### config.mk
export PLATFORM = sky130hd
export DESIGN_NAME = frq_divider_mc
export DESIGN_NICKNAME = d
export VERILOG_FILES = /design/src/rtl/frq_div_pkg.sv /design/src/rtl/frq_div_channel.sv /design/src/rtl/frq_divider_mc.sv
export SDC_FILE = /design/constraint.sdc
export NUM_CORES = 1
export LEC_CHECK = 0
export BUFFER_PORTS_ARGS = -buffer_cell sky130_fd_sc_hd__buf_2
export CELL_PAD_IN_SITES_DETAIL_PLACEMENT = 1
export CELL_PAD_IN_SITES_GLOBAL_PLACEMENT = 2
export CORE_MARGIN = 5
export CORE_UTILIZATION = 30
export DETAILED_ROUTE_END_ITERATION = 8
export HOLD_SLACK_MARGIN = 0.03
export MAX_ROUTING_LAYER = met4
export PLACE_DENSITY = 0.76
export RECOVER_POWER = 100
export REMOVE_ABC_BUFFERS = 1
export SYNTH_ARGS = -nofsm -noshare
export SYNTH_HDL_FRONTEND = slang
export SYNTH_SLANG_ARGS = --single-unit
### constraint.sdc
create_clock -name clk -period 4.88 [get_ports clk]
set_input_delay 0 -clock clk [delete_from_list [all_inputs] [get_ports clk]]
set_output_delay 0 -clock clk [all_outputs]
set_load 0.01 [all_outputs]
### src/rtl/frq_div_pkg.sv
// Shared definitions for the multi-channel ROM-controlled frequency divider:
// divisor ROM, output mode codes and the counter width legality helper.
package frq_div_pkg;

    localparam logic MODE_SQUARE = 1'b0;
    localparam logic MODE_PULSE  = 1'b1;

    // Divisor ROM: D(k) = 2*(k+1). Always even, so square mode is an exact 50% duty.
    function automatic int unsigned div_rom(input int unsigned sel);
        return 2 * (sel + 1);
    endfunction

    // The counter must hold D-1 for the largest select code, i.e. 2**(SEL_W+1)-1.
    function automatic bit cnt_w_ok(input int cnt_w, input int sel_w);
        return cnt_w >= sel_w + 1;
    endfunction

endpackage

### src/rtl/frq_div_channel.sv
// One divider channel: period counter, active select code, registered
// divided output and the one-cycle ratio-update pulse.
module frq_div_channel
    import frq_div_pkg::*;
#(
    parameter int SEL_W = 5,
    parameter int CNT_W = 6
) (
    input  logic             clk,
    input  logic             reset_n,
    input  logic             en_i,
    input  logic             mode_i,
    input  logic [SEL_W-1:0] sel_i,
    input  logic             sync_i,
    output logic             clk_out_o,
    output logic             upd_o,
    output logic [SEL_W-1:0] act_sel_o
);

    logic [CNT_W-1:0] cnt_q, cnt_d;
    logic [SEL_W-1:0] act_sel_q, act_sel_d;
    logic             out_q, out_d;
    logic             upd_q, upd_d;

    logic [CNT_W-1:0] last_cnt;
    logic [CNT_W-1:0] half_cnt;
    logic             wrap;
    logic             boundary;

    // Divisor of the active ratio, expressed as the wrap value and the square-mode threshold.
    always_comb begin
        last_cnt = CNT_W'(div_rom(32'(act_sel_q)) - 32'd1);
        half_cnt = CNT_W'(div_rom(32'(act_sel_q)) >> 1);
        wrap     = (cnt_q == last_cnt);
        boundary = wrap || sync_i;
    end

    // Next-state: count, select new ratio only at a period boundary, derive output from current count.
    always_comb begin
        cnt_d     = cnt_q;
        act_sel_d = act_sel_q;
        out_d     = out_q;
        upd_d     = 1'b0;
        if (!en_i) begin
            // Disabled channels idle at phase 0 and silently follow the select input.
            cnt_d     = '0;
            out_d     = 1'b0;
            act_sel_d = sel_i;
        end else begin
            cnt_d = boundary ? '0 : cnt_q + CNT_W'(1);
            out_d = (mode_i == MODE_PULSE) ? wrap : (cnt_q < half_cnt);
            if (boundary) begin
                act_sel_d = sel_i;
                upd_d     = (sel_i != act_sel_q);
            end
        end
    end

    // State registers; reset loads the current select so the first period uses it.
    always_ff @(posedge clk) begin
        if (!reset_n) begin
            cnt_q     <= '0;
            out_q     <= 1'b0;
            upd_q     <= 1'b0;
            act_sel_q <= sel_i;
        end else begin
            cnt_q     <= cnt_d;
            out_q     <= out_d;
            upd_q     <= upd_d;
            act_sel_q <= act_sel_d;
        end
    end

    assign clk_out_o = out_q;
    assign upd_o     = upd_q;
    assign act_sel_o = act_sel_q;

endmodule

### src/rtl/frq_divider_mc.sv
// Multi-channel clock-enable/frequency divider: N_CH independent channels
// sharing the divisor ROM and a global phase-sync strobe.
module frq_divider_mc
    import frq_div_pkg::*;
#(
    parameter int N_CH  = 2,
    parameter int SEL_W = 5,
    parameter int CNT_W = 6
) (
    input  logic                  clk,
    input  logic                  reset_n,
    input  logic [N_CH-1:0]       en_i,
    input  logic [N_CH-1:0]       mode_i,
    input  logic [N_CH*SEL_W-1:0] sel_i,
    input  logic                  sync_i,
    output logic [N_CH-1:0]       clk_out_o,
    output logic [N_CH-1:0]       upd_o,
    output logic [N_CH*SEL_W-1:0] act_sel_o
);

    if (!cnt_w_ok(CNT_W, SEL_W)) begin : g_cnt_w_err
        $error("frq_divider_mc: CNT_W must be at least SEL_W+1");
    end

    for (genvar i = 0; i < N_CH; i++) begin : g_ch
        frq_div_channel #(
            .SEL_W (SEL_W),
            .CNT_W (CNT_W)
        ) u_ch (
            .clk       (clk),
            .reset_n   (reset_n),
            .en_i      (en_i[i]),
            .mode_i    (mode_i[i]),
            .sel_i     (sel_i[i*SEL_W +: SEL_W]),
            .sync_i    (sync_i),
            .clk_out_o (clk_out_o[i]),
            .upd_o     (upd_o[i]),
            .act_sel_o (act_sel_o[i*SEL_W +: SEL_W])
        );
    end

endmodule

# --- Word-level counts from Yosys, hierarchy flattened ---
# Index checks and enable logic that the tools add are counted.
totals:
  register_bits: 26
  latch_bits: 0
  ramBits: 0
  rom_bits: 0
  input_bits: 17
  out_inout_bits: 14
  word_cells: 41
  n_memories: 0
classes:
  add_sub_neg: 6
  multipliers: 0
  div: 0
  order_cmp: 2
  eq_ne: 6
  n_shift: 0
  n_mux: 8
  bitwise_logic: 3
  n_reduce_logical: 8
ops:
  columns: ["op", "n"]
  rows:
  - ["$mux 5", 6]
  - ["$add 5x1->6 const B", 2]
  - ["$add 6x1->6 const B", 2]
  - ["$eq 6x6->1", 2]
  - ["$lt 6x6->1", 2]
  - ["$sub 6x1->6 const B", 2]
  - ["$ne 5x5->1", 2]
  - ["$ne 3x2->1 const B", 2]
  - ["$reduce_and 3->1", 2]
  - ["$reduce_or 3->1", 2]
  - ["$reduce_and 2->1", 2]
  - ["$not 1->1", 3]
  - ["$logic_or 1x1->1", 2]
  - ["$mux 1", 2]

# --- Longest topological paths before layout ---
logic_depth:
  ltp_word: 7
  depth_mapped: 8
  ltp_nobuf: 8

# --- By module ---
# A second synthesis with hierarchy kept.
unflattened:
  hier_cells: 156
  area_unflattened_um2: 1726.7
modules_own_cells:
  columns: ["mod", "n_inst", "cells_per_inst", "area_each_um2"]
  rows:
  - ["frq_div_channel", 2, 78, 863.3]

# --- Worst setup path before layout ---
# No wires, ideal clock.
synth_path:
  kind: "register to register"
  startpoint: "register g_ch[0].u_ch.act_sel_q[0]"
  endpoint: "register g_ch[0].u_ch.act_sel_q[0], enable pin"
  setup_ns: 0.355
  arrival_ns: 1.918
  slack_ns: 2.607
  path_stages_with_launch: 6
  n_path_buf: 0
  period_less_slack_ns: 2.273
  path_cell_list: "edfxtp_1 ha_1 xnor2_1 and3_1 xnor3_1 o31ai_4"
synth_between:
  elab_chain_len: 5
synth_lines:
  columns: ["item", "line_no", "source"]
  rows:
  - ["from (decl)", "frq_div_channel.sv:21", "logic [SEL_W-1:0] act_sel_q, act_sel_d;"]
  - ["from (signal assigned)", "frq_div_channel.sv:65", "act_sel_q <= sel_i;"]
  - ["from (signal assigned)", "frq_div_channel.sv:70", "act_sel_q <= act_sel_d;"]
  - ["$add 5x1->6", null, null]
  - ["$sub 6x1->6", "frq_div_channel.sv:32", "last_cnt = CNT_W'(div_rom(32'(act_sel_q)) - 32'd1);"]
  - ["$eq 6x6->1", "frq_div_channel.sv:34", "wrap = (cnt_q == last_cnt);"]
  - ["$logic_or 1x1->1", "frq_div_channel.sv:35", "boundary = wrap || sync_i;"]
  - ["$ne 3x2->1 (no source line)", null, null]
# Every way passes these cells.
# A chain may end at the register's enable or synchronous reset.

# --- Final worst setup path ---
layout_path:
  startpoint: "register g_ch[1].u_ch.act_sel_q[0]"
  endpoint: "register g_ch[1].u_ch.act_sel_q[0], enable pin"
layout_between:
  elab_chain_len: 5
layout_lines:
  columns: ["item", "line_no"]
  rows:
  - ["from (decl)", "frq_div_channel.sv:21"]
  - ["from (signal assigned)", "frq_div_channel.sv:65"]
  - ["from (signal assigned)", "frq_div_channel.sv:70"]
  - ["$add 5x1->6", null]
  - ["$sub 6x1->6", "frq_div_channel.sv:32"]
  - ["$eq 6x6->1", "frq_div_channel.sv:34"]
  - ["$logic_or 1x1->1", "frq_div_channel.sv:35"]
  - ["$ne 3x2->1 (no source line)", null]
# Every way passes these cells.

==> results.txt <==
Clock skew -> 0.000878 ns
Status -> finished, final reports clean
Routed Wire Length -> 3.98 mm
Gate Count Post-Synth -> 172
Multi-input gate area -> 1060 sq um
Fin crit share -> 0.653
Crit path max fanout -> 12
Peak Freq -> 0.314 GHz
Slew Limit Fails -> 0
Switching share of total power -> 0.274
Seq/Total Area, Yosys -> 0.342
Crit path time final -> 3.19 ns
Flops & latches, synth -> 26
CTS tree -> built
Most common cell after layout, fill and taps aside -> clkbuf_1
Storage cell area -> 621 sq um
PortBufs -> 30
Area grow syn2layout -> 15.3%
Core ar. -> 5890 sq um
Crit path capture type -> flip-flop
Clock share of power -> 0.258
Hold Crit Class -> in -> reg
Critical Path AT -> 3.07 ns
Drt drc -> 0
CTS buffer count -> 3
Synth cell types -> 35
Slew @ Worst Pin -> 1.41 ns
CTS Hold Buffers Added -> 13
Share of layout cells above drive strength 1 -> 0.0571
Total power -> 0.465 mW
Dpl ws -> 2.28 ns
IO Count -> 31
Final worst slack -> 1.69 ns
Logic gate share of total power -> 0.204
Synth Flop Type -> dfxtp_1
Drt wl/cell -> 14.0 um
Leak -> 0.794 nW
WP data required -> 4.76 ns
Power Internal -> 0.338 mW
GRT Util Overall -> 0.113
Worst setup SP type -> flip-flop
Die height -> 87.7 um
Clock slew at the register clock pins of the worst setup and hold paths -> 0.09 ns
Dpl hpwl -> 3.02 mm
Clock latency on the worst-skew pair -> 0.26 ns
First-pass GRT wire length -> 6.76 mm
Antenna diode count -> 0
RSZ-0062 raised after global routing -> no
Setup Viol. Count Final -> 0
Maxcap violations -> 0
Post-cts resize count -> 0
GPL Wtd Cong -> 0.735
Fill cell count -> 701
Kind of critical path -> reg -> reg
NetSw -> 0.127 mW
Vias in the first global route -> 1425
Ys async rst share -> 0
Syn. warnings -> 0
Sequential share of power -> 0.538
Power per cell area -> 223 nW/um^2
Nets -> 245
TritonCTS Sinks -> 26
Starting Density -> 0.308
Initial antenna violation count -> 0
Max rail drop VDD -> 0.0976 mV
CTS HTree Levels -> 1
Hold Fails Final Rpt -> 0
Via count -> 1354
Post-CTS setup buffer count -> 0
Antenna viol nets, final -> 0
Core Rows -> 28
GRT overflow -> 0
Post-synth EDFFs -> 10
Worst rel slew slack -> 0.0502
Root buf cell -> clkbuf_8
DR iter-0 viols -> 32
Total Die Area -> 7700 sq um
Largest net degree at the start of global routing -> 14
Clk buf depth -> 2
Via/cell ratio -> 4.75
Most frequent cells in the layout -> 25 x clkbuf_1, 22 x xnor2_1, 16 x ha_1, 16 x dfxtp_1, 14 x xor2_1
DRT Pass-1 Iters -> 3
Cell Area, Synth -> 1810 sq um
Die width -> 87.7 um
Total negative slack -> 0 ns
Synthesized area per cell -> 10.5 sq um
==> worst paths after layout <==
| kind | start | end | slack [ns] | cells past startpoint |
|---|---|---|---|---|
| min reg2reg | g_ch[1].u_ch.cnt_q[0]$_SDFF_PP0_ | g_ch[1].u_ch.cnt_q[0]$_SDFF_PP0_ | 0.57 | 1 |
| max reg2reg | g_ch[1].u_ch.act_sel_o[0]$_DFFE_PP_ | g_ch[1].u_ch.act_sel_o[0]$_DFFE_PP_ | 1.69 | 5 |
| max | g_ch[1].u_ch.act_sel_o[0]$_DFFE_PP_ | g_ch[1].u_ch.act_sel_o[0]$_DFFE_PP_ | 1.69 | 5 |
| min | en_i[1] | g_ch[1].u_ch.cnt_q[0]$_SDFF_PP0_ | 0.08 | 3 |
==> cell type report <==
type                    count  area share
flip-flops and latches     26       0.297
inverters                   7      0.0126
repair buffers             43       0.119
multi-input cells         131       0.507
well taps                  75      0.0449
clock buffers               3      0.0198
==> power by group through the flow <==
stage | combinational [mW] | clock (mW) | sequential [mW]
3_5_place_dp | 0.0953 | 0 | 0.255
3_3_place_gp | 0.0939 | 0 | 0.254
2_1_floorplan | 0.0642 | 0 | 0.254
6_report | 0.0950 | 0.120 | 0.250
5_1_grt | 0.107 | 0.136 | 0.252
4_1_cts | 0.104 | 0.128 | 0.250
==> cells by family (layout without fill, tap and decap cells) <==
| logic type | Yosys count | in the layout | share of synthesized area |
|---|---|---|---|
| buffers and inverters | 15 | 53 | 0.0497 |
| AND/OR/NAND/NOR | 50 | 50 | 0.155 |
| flip-flops | 26 | 26 | 0.342 |
| adder cells (fa/ha/maj) | 16 | 16 | 0.110 |
| XOR/XNOR | 38 | 38 | 0.199 |
| AO/OA/AOI/OAI | 27 | 27 | 0.144 |
==> sequential cells by signal, summed over array words and instances (netlist names) <==
register,cells
g_ch.u_ch.act_sel_o,10
g_ch.u_ch.clk_out_o,2
g_ch.u_ch.cnt_q,12
g_ch.u_ch.upd_o,2
==> cells in the mapped netlist, types with 2 or more instances <==
cell type | number | area (sq um)
o31ai_4 | 3 | 63.8
inv_1 | 7 | 26.3
nor3_1 | 7 | 35.0
a21boi_0 | 2 | 15.0
nor3_2 | 2 | 20.0
nand2_1 | 4 | 15.0
a2111oi_0 | 2 | 17.5
and3b_1 | 2 | 17.5
ha_1 | 16 | 200
edfxtp_1 | 10 | 300
buf_6 | 2 | 22.5
xnor2_1 | 22 | 193
buf_4 | 5 | 37.5
dfxtp_1 | 16 | 320
o211ai_1 | 3 | 22.5
nand3_1 | 10 | 50.1
o21a_1 | 8 | 60.1
a31oi_1 | 2 | 12.5
or4b_4 | 2 | 27.5
xor2_1 | 14 | 123
and3_1 | 6 | 37.5
a32o_1 | 2 | 20.0
nor2_1 | 13 | 48.8
==> through the flow <==
stage	hold WS (ns)	instances	instance area [sq um]	utilization
2_1_floorplan	0.0768	164	1750	-
3_3_place_gp	0.203	269	1990	0.339
4_1_cts	0.0757	285	2160	0.368
5_1_grt	0.128	285	2090	0.355
6_report	0.0818	285	2090	0.355
3_5_place_dp	0.206	269	1990	0.339
==> worst max-delay path: stages, from the launching register on <==
cell,delay (ns)
edfxtp_1,0.57
ha_1,0.37
xnor2_1,0.32
a311o_1,0.22
o2111ai_1,0.15
o31ai_1,1.18
==> per-layer routing <==
metal	global-route usage	vias up	part of all wire
met5	-	-	0
met4	0.0418	0	0.015
met3	0.0122	4	0.034
met2	0.170	18	0.43
met1	0.156	639	0.52
li1	-	693	-
Note: power is estimated with default switching activity, not from simulation.
